`config.mk`:
```
export PLATFORM = sky130hd
export DESIGN_NAME = dsd_master_mc
export DESIGN_NICKNAME = d
export VERILOG_FILES = /design/src/rtl/dsd_master_mc.sv
export SDC_FILE = /design/constraint.sdc
export NUM_CORES = 1
export LEC_CHECK = 0
export ABC_AREA = 0
export CORE_UTILIZATION = 55
export DETAILED_ROUTE_END_ITERATION = 7
export PLACE_DENSITY = 0.8
export SYNTH_ARGS = -nofsm -noshare
export SYNTH_HDL_FRONTEND = slang
export SYNTH_SLANG_ARGS = --single-unit
```
`constraint.sdc`:
```
create_clock -name clk -period 2.5 [get_ports clk]
set_input_delay 0.75 -clock clk [delete_from_list [all_inputs] [get_ports clk]]
set_output_delay 0.75 -clock clk [all_outputs]
set_load 0.005 [all_outputs]
```
`src/rtl/dsd_master_mc.sv`:
```
// Multi-channel DSD serializer: derives the DSD bit clock from mck, pulls one
// 16-bit word per channel per request, validates DoP markers, stops on silence.
module dsd_master_mc #(
  parameter int CHANNELS  = 2,
  parameter int LOCK_CNT  = 4,
  parameter int DOP_CHECK = 1
) (
  input  logic                     clk,
  input  logic                     rst_n,
  input  logic                     start_n,
  input  logic                     stop_n,
  input  logic [1:0]               rate_sel,
  input  logic [16*CHANNELS-1:0]   data_in,
  input  logic [7:0]               marker_in,
  output logic                     data_req_out,
  output logic [CHANNELS-1:0]      sd_out,
  output logic                     sck_out,
  output logic                     dop_lock_out,
  output logic                     marker_err_out
);

  localparam int DATA_W = 16;
  localparam int WORD_W = DATA_W * CHANNELS;

  localparam logic [1:0] ST_IDLE    = 2'd0;
  localparam logic [1:0] ST_PRIME   = 2'd1;
  localparam logic [1:0] ST_RUN     = 2'd2;
  localparam logic [1:0] ST_SILENCE = 2'd3;

  localparam logic [7:0] MARK_A = 8'h05;
  localparam logic [7:0] MARK_B = 8'hFA;

  localparam logic [WORD_W-1:0] SILENCE_WORD = {CHANNELS{16'h6969}};

  logic [1:0]        state;
  logic [1:0]        prime_cnt;
  logic [2:0]        d_half;
  logic [2:0]        ph;
  logic [3:0]        bit_cnt;
  logic [WORD_W-1:0] shreg;
  logic [WORD_W-1:0] shifted;
  logic [WORD_W-1:0] shadow;
  logic              req_p1;
  logic              stop_pending;
  logic              phase_known;
  logic              expect_fa;
  logic [3:0]        vld_cnt;

  logic bit_mid;
  logic bit_end;
  logic word_end;
  logic capture;
  logic marker_ok;
  logic to_idle;

  // Half of the sck period in clk cycles; DSD256 is the fastest we support.
  function automatic logic [2:0] rate_to_half(input logic [1:0] r);
    case (r)
      2'b00:   return 3'd4;
      2'b01:   return 3'd2;
      default: return 3'd1;
    endcase
  endfunction

  function automatic logic [3:0] sat_inc(input logic [3:0] v);
    if (v >= 4'(LOCK_CNT)) return 4'(LOCK_CNT);
    else                   return v + 4'd1;
  endfunction

  always_comb begin
    shifted = '0;
    sd_out  = '0;
    for (int k = 0; k < CHANNELS; k++) begin
      shifted[DATA_W*k +: DATA_W] = {shreg[DATA_W*k +: DATA_W-1], 1'b0};
      sd_out[k]                   = shreg[DATA_W*k + DATA_W-1];
    end
  end

  always_comb begin
    bit_mid  = (ph == d_half - 3'd1);
    bit_end  = (ph == d_half + d_half - 3'd1);
    word_end = bit_end && (bit_cnt == 4'd0);
    capture  = req_p1 && ((state == ST_PRIME) || (state == ST_RUN));
    to_idle  = (state == ST_SILENCE) && word_end;
    if (phase_known)
      marker_ok = (marker_in == (expect_fa ? MARK_B : MARK_A));
    else
      marker_ok = (marker_in == MARK_A) || (marker_in == MARK_B);
  end

  // Sequencing, bit clock and shift registers
  always_ff @(posedge clk or negedge rst_n) begin
    if (!rst_n) begin
      state        <= ST_IDLE;
      prime_cnt    <= 2'd0;
      d_half       <= 3'd4;
      ph           <= 3'd0;
      bit_cnt      <= 4'd15;
      shreg        <= '0;
      sck_out      <= 1'b0;
      data_req_out <= 1'b0;
      req_p1       <= 1'b0;
      stop_pending <= 1'b0;
    end else begin
      data_req_out <= 1'b0;
      req_p1       <= data_req_out;
      case (state)
        ST_IDLE: begin
          d_half       <= rate_to_half(rate_sel);
          sck_out      <= 1'b0;
          shreg        <= '0;
          ph           <= 3'd0;
          bit_cnt      <= 4'd15;
          stop_pending <= 1'b0;
          prime_cnt    <= 2'd0;
          if (!start_n && stop_n) begin
            state        <= ST_PRIME;
            data_req_out <= 1'b1;
          end
        end
        ST_PRIME: begin
          prime_cnt <= prime_cnt + 2'd1;
          if (!stop_n) stop_pending <= 1'b1;
          if (prime_cnt == 2'd2) begin
            state        <= ST_RUN;
            shreg        <= shadow;
            data_req_out <= 1'b1;
            bit_cnt      <= 4'd15;
            ph           <= 3'd0;
            sck_out      <= 1'b0;
          end
        end
        default: begin
          if ((state == ST_RUN) && !stop_n) stop_pending <= 1'b1;
          if (bit_end) begin
            sck_out <= 1'b0;
            ph      <= 3'd0;
            if (bit_cnt == 4'd0) begin
              bit_cnt <= 4'd15;
              if (state == ST_SILENCE) begin
                state <= ST_IDLE;
                shreg <= '0;
              end else if (stop_pending || !stop_n) begin
                // Stop: one silence word goes out in place of the captured word.
                state <= ST_SILENCE;
                shreg <= SILENCE_WORD;
              end else begin
                shreg        <= shadow;
                data_req_out <= 1'b1;
              end
            end else begin
              bit_cnt <= bit_cnt - 4'd1;
              shreg   <= shifted;
            end
          end else begin
            ph <= ph + 3'd1;
            if (bit_mid) sck_out <= 1'b1;
          end
        end
      endcase
    end
  end

  // Marker validation and lock tracking, evaluated at the capture edge
  always_ff @(posedge clk or negedge rst_n) begin
    if (!rst_n) begin
      phase_known    <= 1'b0;
      expect_fa      <= 1'b0;
      vld_cnt        <= 4'd0;
      dop_lock_out   <= 1'b0;
      marker_err_out <= 1'b0;
    end else begin
      marker_err_out <= 1'b0;
      if ((state == ST_IDLE) || to_idle) begin
        phase_known  <= 1'b0;
        expect_fa    <= 1'b0;
        vld_cnt      <= 4'd0;
        dop_lock_out <= 1'b0;
      end else if (capture && (DOP_CHECK != 0)) begin
        if (marker_ok) begin
          vld_cnt      <= sat_inc(vld_cnt);
          dop_lock_out <= (sat_inc(vld_cnt) == 4'(LOCK_CNT));
        end else begin
          vld_cnt        <= 4'd0;
          dop_lock_out   <= 1'b0;
          marker_err_out <= 1'b1;
        end
        if (phase_known)
          expect_fa <= ~expect_fa;
        else if (marker_ok) begin
          phase_known <= 1'b1;
          expect_fa   <= (marker_in == MARK_A);
        end
      end
    end
  end

  // Shadow word: rejected words are replaced by DSD silence
  always_ff @(posedge clk) begin
    if (capture) begin
      if ((DOP_CHECK == 0) || marker_ok) shadow <= data_in;
      else                               shadow <= SILENCE_WORD;
    end
  end

endmodule

```
==> metrics <==
status=complete, no violations; post-synth net total=426; WL met3=329 um; vias in the first global route=2,942; CP max stage cell=or4bb_1; IO Pins=52; Max Slew Vio Count=0; CTS tree=built; DRT Wirelength=8150 um; Crit Path Class=in2reg; Die Y-Extent=89.1 um; Post-Layout Cell Count=536; global-route wire length before repair=13,800 um; initial DRC count=224; antenna viol nets, final=0; Main synth FF type=dfrtp_1; Tcrit/Tclk final=0.939; IO Port Bufs=51; initial antenna violation count=0; diode count=0; CP Launch Type=primary input; DR DRC count=0; Tot Pwr=6140 uW; starting density of the core=0.572; RR Endpoint=state[1]; DR top layer=met4; DP HPWL=5570 um; leak pwr=0.00198 uW; Final Util=0.704; Hold Vio Cnt, Final=0; GRT Util Overall=0.232; Final setup viols=0; pwr/cell area=1200 nW/um^2; # hold bufs at CTS=0; mean post-synth cell area=11.3 um^2; final instance area=5130 um^2; full die area=7940 um^2; Longest Clk Path Bufs=2; clock sink count=90; floorplan row count=31; Reg clk slew, reported paths=90 ps; area post-placement=4890 um^2; Rel. slew slack=0.594; Worst Setup End Kind=register; Syn-to-layout area delta=23.0%; commonest cells after routing, fill and taps aside=dfrtp_1 (53), clkdlybuf4s50_1 (50), nor2_1 (41); Vias=2,990; Clk Latency, worst-skew pair=360 ps; RSZ-0062 raised after global routing=false; DRT met1 WL=3640 um; Critical Path AT=2450 ps; largest net degree at the start of global routing=76; root buffer cell=clkbuf_8; Worst Reg2Reg Path Length in Cells=7; CTS H-tree lvls=3; Req. time, crit path=2600 ps; Synth Cell Area=4170 um^2; Worst R2R Setup Slack=350 ps; CP max FO=17; # resized after CTS=0; Synth cell types=56; Post-synth EDFFs=32; vias per cell=5.58; WL met2=4020 um; Worst path max stage delay=530 ps; routed length per instance=15.2 um; die span in x=89.1 um; FF-to-FF Start=d_half[0]; DR pass1 iterations=4; Syn Inst Count=371; Async SR Flop Fraction=0.644; commonest non-fill, non-tap cell in the layout=dfrtp_1; CTS Buf Count=9; minimum clock period=2350 ps; Final #Nets=487; sequential share of the synthesized area=0.579; worst clock skew=13.0 ps; register bit total from synthesis=90; FMAX=426 MHz; max-capacitance violation count=0; core area=7290 um^2; gpl congestion=0.810; Slew @ Worst Pin=609 ps; VDD IR max=0.625 mV; setup bufs post-CTS=0; DP Cell Count=520; critical path cell sequence=clkdlybuf4s50_1 > or4bb_1 > nor2_4 > nor2_2 > or3_1; Yosys warning count=0; Hold Crit Class=in2async; GR Overflow Total=0; share of post-route cells with drive strength above 1=0.128
-- state kept, by name, summed over array words and instances, names as in the netlist, 2 cells and up --
signal / flops
state: 2
vld_cnt: 4
prime_cnt: 2
shreg: 32
bit_cnt: 4
shadow: 32
d_half: 3
ph: 3
-- area by class of cell --
cell class,instances,area [um^2]
multi-input cells,247,1600
well taps,99,124
inverters,13,48.8
clock inverters,6,114
repair buffers,71,706
fillers,528,2160
flip-flops and latches,90,2420
clock buffers,10,128
-- cells in the mapped netlist (2+ instances only) --
master / count / area share
dfrtp_1: 53 / 0.32
nor2_1: 42 / 0.038
a21oi_1: 35 / 0.042
edfxtp_1: 32 / 0.23
nand2_1: 22 / 0.020
a22oi_1: 18 / 0.032
and2_1: 18 / 0.027
or3_1: 17 / 0.025
inv_1: 13 / 0.012
a221oi_1: 12 / 0.025
buf_2: 10 / 0.012
ha_1: 9 / 0.027
o21ai_0: 8 / 0.0096
o21ai_1: 6 / 0.0072
buf_4: 5 / 0.0090
dfstp_2: 5 / 0.031
nand3_1: 5 / 0.0060
a31oi_1: 4 / 0.0060
nand2b_1: 4 / 0.0060
xor2_1: 4 / 0.0084
clkbuf_1: 3 / 0.0027
xnor2_1: 3 / 0.0063
a41oi_1: 2 / 0.0042
buf_6: 2 / 0.0054
mux2i_1: 2 / 0.0048
nor2_4: 2 / 0.0054
nor2b_1: 2 / 0.0030
nor3_1: 2 / 0.0024
nor3b_2: 2 / 0.0060
o21a_1: 2 / 0.0036
o221ai_1: 2 / 0.0042
-- report_power, final --
part           switching, uW  total, uW  internal, uW
Clock                    530       1200           668
Combinational           1460       2550          1090
Sequential               294       2380          2090
Total                   2290       6140          3850
-- kinds of logic after synthesis --
kind of cell | share of synthesized area
multiplexers | 0.0102
buffers and inverters | 0.0417
flip-flops | 0.579
AO/OA/AOI/OAI | 0.166
XOR/XNOR | 0.0147
AND/OR/NAND/NOR | 0.161
adder cells (fa/ha/maj) | 0.0270
-- worst max-delay path, delay by kind of cell --
kind,cells,cell delay [ps]
buffers and inverters,1,470
and+or+nand+nor,4,1210
-- worst max path at each step --
| stage | from | to | slack [ps] | cells after the start |
|---|---|---|---|---|
| 2_1_floorplan | marker_in[5] | shadow[11] | 220 | 5 |
| 3_3_place_gp | marker_in[2] | shadow[24] | -170 | 5 |
| 3_5_place_dp | marker_in[2] | shadow[6] | -230 | 5 |
| 4_1_cts | marker_in[2] | shadow[6] | 150 | 5 |
| 5_1_grt | marker_in[3] | vld_cnt[2] | 3 | 8 |
| 6_report | marker_in[2] | shadow[24] | 150 | 5 |
-- routing by layer --
metal | vias up | GRT usage
met3 | 10 | 0.0434
li1 | 1461 | -
met4 | 0 | 0.0938
met2 | 77 | 0.384
met5 | - | 0
met1 | 1442 | 0.304
-- metrics by stage --
| step | setup WS (ps) | hold WS [ps] | TNS (ps) |
|---|---|---|---|
| 4_1_cts | 150 | 319 | 0 |
| 3_3_place_gp | -172 | 381 | -5760 |
| 5_1_grt | 2.82 | 333 | 0 |
| 3_5_place_dp | -233 | 374 | -7350 |
| 2_1_floorplan | 225 | 376 | 0 |
| 6_report | 153 | 312 | 0 |
Power figures use the tool's default switching activity.
